## config.mk

```make
export PLATFORM = sky130hd
export DESIGN_NAME = fft_stage_sequencer
export DESIGN_NICKNAME = d
export VERILOG_FILES = /design/src/rtl/fft_pkg.sv /design/src/rtl/fft_delay_line.sv /design/src/rtl/fft_stage_sequencer.sv
export SDC_FILE = /design/constraint.sdc
export NUM_CORES = 1
export LEC_CHECK = 0
export CORE_MARGIN = 4
export CORE_UTILIZATION = 40
export DETAILED_ROUTE_END_ITERATION = 8
export PLACE_DENSITY_LB_ADDON = 0.05
export SYNTH_ARGS = -nofsm -noshare
export SYNTH_HDL_FRONTEND = slang
export SYNTH_SLANG_ARGS = --single-unit
```

## constraint.sdc

```tcl
create_clock -name clk -period 2.68 [get_ports clk]
set_clock_uncertainty 0.2 [all_clocks]
set_input_delay 0.536 -clock clk [delete_from_list [all_inputs] [get_ports clk]]
set_output_delay 0.536 -clock clk [all_outputs]
set_load 0.01 [all_outputs]
```

## src/rtl/fft_pkg.sv

```systemverilog
// Shared types and helpers for the FFT stage sequencer.
package fft_pkg;

  localparam int CYCLE_CNT_W = 16;

  typedef enum logic [1:0] {IDLE, ISSUE, DRAIN, DONE} seq_state_t;

  function automatic int unsigned stages_to_points(input int unsigned log2n);
    return 32'd1 << log2n;
  endfunction

endpackage

```

## src/rtl/fft_delay_line.sv

```systemverilog
// Fixed-depth shift register with async active-low clear.
module fft_delay_line #(
  parameter int WIDTH = 8,
  parameter int DEPTH = 1
) (
  input  logic             clk,
  input  logic             resetn,
  input  logic [WIDTH-1:0] d,
  output logic [WIDTH-1:0] q
);

  logic [DEPTH-1:0][WIDTH-1:0] sr;

  always_ff @(posedge clk or negedge resetn) begin
    if (!resetn) begin
      sr <= '0;
    end else begin
      sr[0] <= d;
      for (int i = 1; i < DEPTH; i++) sr[i] <= sr[i-1];
    end
  end

  assign q = sr[DEPTH-1];

endmodule

```

## src/rtl/fft_stage_sequencer.sv

```systemverilog
// Radix-2 FFT stage/address sequencer: issues LANES butterflies per cycle over all stages.
// Optional cycle counter on o_cycle_count enabled by defining SEQ_CYCLE_CNT_EN.
module fft_stage_sequencer
  import fft_pkg::*;
#(
  parameter int MAX_LOG2N  = 10,
  parameter int LANES      = 4,
  parameter int PIPE_DELAY = 5
) (
  input  logic                           clk,
  input  logic                           i_resetn,
  input  logic                           i_start,
  input  logic [$clog2(MAX_LOG2N+1)-1:0] i_log2n,
  input  logic                           i_stall,
  output logic                           o_busy,
  output logic                           o_cfg_err,
  output logic                           o_stage_start,
  output logic [$clog2(MAX_LOG2N)-1:0]   o_stage_idx,
  output logic                           o_issue_valid,
  output logic [MAX_LOG2N-2:0]           o_calc_idx,
  output logic [MAX_LOG2N-1:0]           o_stride,
  output logic [MAX_LOG2N-1:0]           o_stride_idx_offset,
  output logic [MAX_LOG2N-1:0]           o_group_count,
  output logic                           o_bank_sel,
  output logic                           o_wb_valid,
  output logic [MAX_LOG2N-2:0]           o_wb_idx,
  output logic                           o_done,
  output logic [CYCLE_CNT_W-1:0]         o_cycle_count
);

  localparam int LW         = $clog2(MAX_LOG2N+1);
  localparam int SW         = $clog2(MAX_LOG2N);
  localparam int DW         = $clog2(PIPE_DELAY+1);
  localparam int IW         = MAX_LOG2N-1;
  localparam int LOG2_LANES = $clog2(LANES);

  seq_state_t           state;
  logic [LW-1:0]        log2n_r;
  logic [SW-1:0]        stage;
  logic [MAX_LOG2N-1:0] cnt;
  logic [DW-1:0]        drain_cnt;
  logic                 bank;
  logic                 first;
  logic                 cfg_err_r;

  logic                 cfg_ok, active, last_issue, last_stage, drain_end;
  logic [MAX_LOG2N-1:0] half;
  logic [MAX_LOG2N:0]   next_cnt;

  assign cfg_ok     = (32'(i_log2n) >= 32'd2) && (32'(i_log2n) <= 32'(MAX_LOG2N));
  assign active     = (state == ISSUE) || (state == DRAIN);
  assign half       = MAX_LOG2N'(stages_to_points(32'(log2n_r)) >> 1);
  // One extra bit so counter+LANES can be compared against N/2 without wrapping.
  assign next_cnt   = {1'b0, cnt} + (MAX_LOG2N+1)'(LANES);
  assign last_issue = next_cnt >= {1'b0, half};
  assign last_stage = stage == SW'(log2n_r - 1'b1);
  assign drain_end  = drain_cnt == DW'(PIPE_DELAY-1);

  always_ff @(posedge clk or negedge i_resetn) begin
    if (!i_resetn) begin
      state     <= IDLE;
      log2n_r   <= '0;
      stage     <= '0;
      cnt       <= '0;
      drain_cnt <= '0;
      bank      <= 1'b0;
      first     <= 1'b0;
      cfg_err_r <= 1'b0;
    end else begin
      cfg_err_r <= 1'b0;
      case (state)
        IDLE: begin
          if (i_start) begin
            if (cfg_ok) begin
              log2n_r <= i_log2n;
              stage   <= '0;
              cnt     <= '0;
              bank    <= 1'b0;
              first   <= 1'b1;
              state   <= ISSUE;
            end else begin
              cfg_err_r <= 1'b1;
            end
          end
        end
        ISSUE: begin
          // Stage-start marks only the first ISSUE cycle, stalled or not.
          first <= 1'b0;
          if (!i_stall) begin
            cnt <= next_cnt[MAX_LOG2N-1:0];
            if (last_issue) begin
              drain_cnt <= '0;
              state     <= DRAIN;
            end
          end
        end
        DRAIN: begin
          if (drain_end) begin
            if (last_stage) begin
              state <= DONE;
            end else begin
              stage <= stage + 1'b1;
              cnt   <= '0;
              bank  <= ~bank;
              first <= 1'b1;
              state <= ISSUE;
            end
          end else begin
            drain_cnt <= drain_cnt + 1'b1;
          end
        end
        default: state <= IDLE;
      endcase
    end
  end

  assign o_busy              = active;
  assign o_cfg_err           = cfg_err_r;
  assign o_stage_start       = (state == ISSUE) && first;
  assign o_stage_idx         = stage;
  assign o_issue_valid       = (state == ISSUE) && !i_stall;
  assign o_calc_idx          = cnt[IW-1:0];
  assign o_stride            = active ? (half >> stage) : '0;
  assign o_stride_idx_offset = o_stride >> LOG2_LANES;
  assign o_group_count       = active ? (MAX_LOG2N'(1) << stage) : '0;
  assign o_bank_sel          = bank;
  assign o_done              = (state == DONE);

  fft_delay_line #(
    .WIDTH(MAX_LOG2N),
    .DEPTH(PIPE_DELAY)
  ) u_wb_pipe (
    .clk   (clk),
    .resetn(i_resetn),
    .d     ({o_issue_valid, o_calc_idx}),
    .q     ({o_wb_valid, o_wb_idx})
  );

`ifdef SEQ_CYCLE_CNT_EN
  logic [CYCLE_CNT_W-1:0] cyc_cnt;

  always_ff @(posedge clk or negedge i_resetn) begin
    if (!i_resetn)                                cyc_cnt <= '0;
    else if (state == IDLE && i_start && cfg_ok)  cyc_cnt <= '0;
    else if (active && cyc_cnt != '1)             cyc_cnt <= cyc_cnt + 1'b1;
  end

  assign o_cycle_count = cyc_cnt;
`else
  assign o_cycle_count = '0;
`endif

endmodule

```

==> impl_metrics.tcl <==
set metrics [dict create \
    die_h_um 103 \
    synth_xor_area_frac 0.0315 \
    setup_ws_ps -125 \
    cts_tree "done" \
    grt_pass1_vias 2632 \
    clkLatencyLatePin_ps 340 \
    cts.sinks 64 \
    antenna_found_initial 0 \
    io_buffers 60 \
    p_leak_nw 2.42 \
    grt_pass1_wl_mm 12.7 \
    antenna_left 0 \
    setup.worst_path.start_class "register" \
    start_util 0.410 \
    synth_top_cell_by_area "dfrtp_1" \
    numCtsBuffers 9 \
    synth_edf_count 0 \
    violations "setup timing" \
    fin_nets 503 \
    synth_top_area_frac 0.448 \
    crit_required_ps 1940 \
    yosys.cell_count.top_type "dfrtp_1" \
    num_vias 2789 \
    maxSlewViolCount 0 \
    ys_async_sr_fraction 1.00 \
    cts_max_level 3 \
    dp_hpwl_mm 5.69 \
    synth_area_leaders "dfrtp_1 (45%), buf_4 (9.5%), ha_1 (9.1%), nand2_1 (3.8%), nor2_1 (2.3%)" \
    die_area_um2 10500 \
    hold_path.class "reg2reg" \
    whs_ps 138 \
    power_density_nw_per_um2 1010 \
    synth_cells 357 \
    p_total_w 0.00502 \
    cap_violations 0 \
    ys_seq_area_frac 0.448 \
    rsz0062_at_grt "true" \
    finalCritPeriodShare 1.05 \
    synthDistinctLibCells 58 \
    synthFlopType "dfrtp_1" \
    yosys-top-cells-count "dfrtp_1 (64), buf_4 (45), nand2_1 (36)" \
    dieWidth_um 103 \
    synth_top_family_by_area "simple AND/OR/NAND/NOR gates" \
    root_buffer "clkbuf_8" \
    path_class "reg2out" \
    ys_warn_count 0 \
    ioPinCount 83 \
    synthMuxAreaShare 0.0235 \
    grt_usage 0.154 \
    max_stage_delay_ps 440 \
    drtIter0Drc 80 \
    period_needed_ps 2810 \
    drtPass1Iterations 4 \
    drc 0 \
    routed_via_density 4.79 \
    synth_compound_area_frac 0.116 \
    coreArea_um2 8720 \
    status "finished, violations left" \
    final-setup-viol-count 7 \
    critical-path-slowest-cell "dfrtp_2" \
    wire_per_inst_um 13.6 \
    clk_path_buf_depth 2 \
    grt-ovfl-total 0 \
    synth-simple-area-share 0.163 \
    finalHoldViolCount 0 \
    synth_seq_cells 64 \
    netlist_area_um2 3570 \
    arrival_ps 2070 \
    row_count 34 \
    drt_wl_total_mm 7.90 \
    routabilityCongestion 0.827 \
    reg2reg_slack_ps 50 \
    pre_cts_slack_ps -252 \
    fmax_mhz 356 \
    grt_max_degree 65 \
    syn2layout_area_growth_pct 39.2 \
    synthAdderAreaFrac 0.0910 \
    crit_fanout 4 \
    syn-mean-instance-area_um2 10.0 \
    critPathCaptureType "output port" \
    irDropWorstVdd_mv 0.655 \
    num_antenna_cells 0 \
    crit_chain "inv_2 > ha_4 > nand2b_1 > buf_4 > or3_4 > o21ai_1 > o311a_1 > buf_2" \
    worst_setup_hold_path_clk_slew_ps 80 \
    drive_gt1_frac 0.342 \
]
[cell families (layout without fill, tap and decap cells)]
family                   after synthesis  in the layout
AND/OR/NAND/NOR                      114            114
buffers and inverters                 71            167
flip-flops                            64             64
AO/OA/AOI/OAI                         61             61
adder cells (fa/ha/maj)               26             26
XOR/XNOR                              12             12
multiplexers                           8              8
other                                  1             22
[final cells by class]
| class | instances | area [µm²] |
|---|---|---|
| Clock inverter | 7 | 103 |
| Tap cell | 108 | 135 |
| Timing Repair Buffer | 136 | 1100 |
| Sequential cell | 64 | 1610 |
| Multi-Input combinational cell | 243 | 1840 |
| Clock buffer | 9 | 124 |
| Inverter | 15 | 56.3 |
| Fill cell | 760 | 3750 |
[critical path: cells and delay by family, from the launching register on]
| family | cells | cell delay (ps) |
|---|---|---|
| AOI/OAI and AO/OA | 2 | 300 |
| adders and majority gates | 1 | 170 |
| buffers and inverters | 3 | 400 |
| DFF | 1 | 440 |
| and+or+nand+nor | 2 | 420 |
[power by group]
group          internal (W)  switching [W]  total (W)
clock network      0.000535       0.000410   0.000945
registers           0.00118       0.000133    0.00131
logic               0.00139        0.00137    0.00276
[routing by layer]
metal / routed length, µm / GRT usage
met4: 101 / 0.0333
met3: 430 / 0.0426
met5: 0 / 0
met1: 3520 / 0.205
met2: 3850 / 0.252
[through the flow]
step                      area, µm²   util  std cells  TNS (ps)
final                          4970  0.570        582      -594
after global routing           4970  0.570        582     -2240
after CTS                      4770  0.547        569      -883
after detailed placement       4440  0.509        548     -2830
after global placement         4440  0.509        548     -2140
after floorplan                3650      -        378         0
[registers in the layout, summed over array words and instances (netlist names)]
| name | cells |
|---|---|
| log2n_r | 4 |
| u_wb_pipe.q | 8 |
| state | 2 |
| o_stage_idx | 4 |
| cnt | 8 |
| drain_cnt | 3 |
| first | 1 |
| u_wb_pipe.sr | 32 |
| o_bank_sel | 1 |
| o_cfg_err | 1 |
[cell usage in the layout, fill, tap and decap left out, types with 7 or more instances in the layout]
master           netlist  layout
clkdlybuf4s50_1        0      31
a21oi_1                9       7
nor2_1                22      18
o21ai_0               15      11
inv_1                 14      12
clkbuf_8               0       9
nand3_1               14      14
ha_1                  26      18
nand2_1               36      34
dfrtp_1               64      58
dlygate4sd2_1          0       7
nor3_1                 8       8
buf_2                  4      15
conb_1                 1      22
buf_4                 45      72
[final timing paths]
path / startpoint / endpoint / cells after the start
hold reg to reg: u_wb_pipe.sr[19] / u_wb_pipe.sr[29] / 0
setup / recovery: log2n_r[0] / o_stride[1] / 8
max in group asynchronous: i_resetn / log2n_r[3] / 3
hold / removal: u_wb_pipe.sr[19] / u_wb_pipe.sr[29] / 0
min in group asynchronous: i_resetn / cnt[8] / 3
setup reg to reg: cnt[3] / drain_cnt[0] / 12
[timing repair]
item	4_1_cts	5_1_grt
setup buffers	5	12
resized for setup	110	34
endpoints found under the hold margin	0	1
hold buffers	0	1
pin swaps	7	13
setup endpoints to repair	31	30
(Power assumes the default switching activity.)
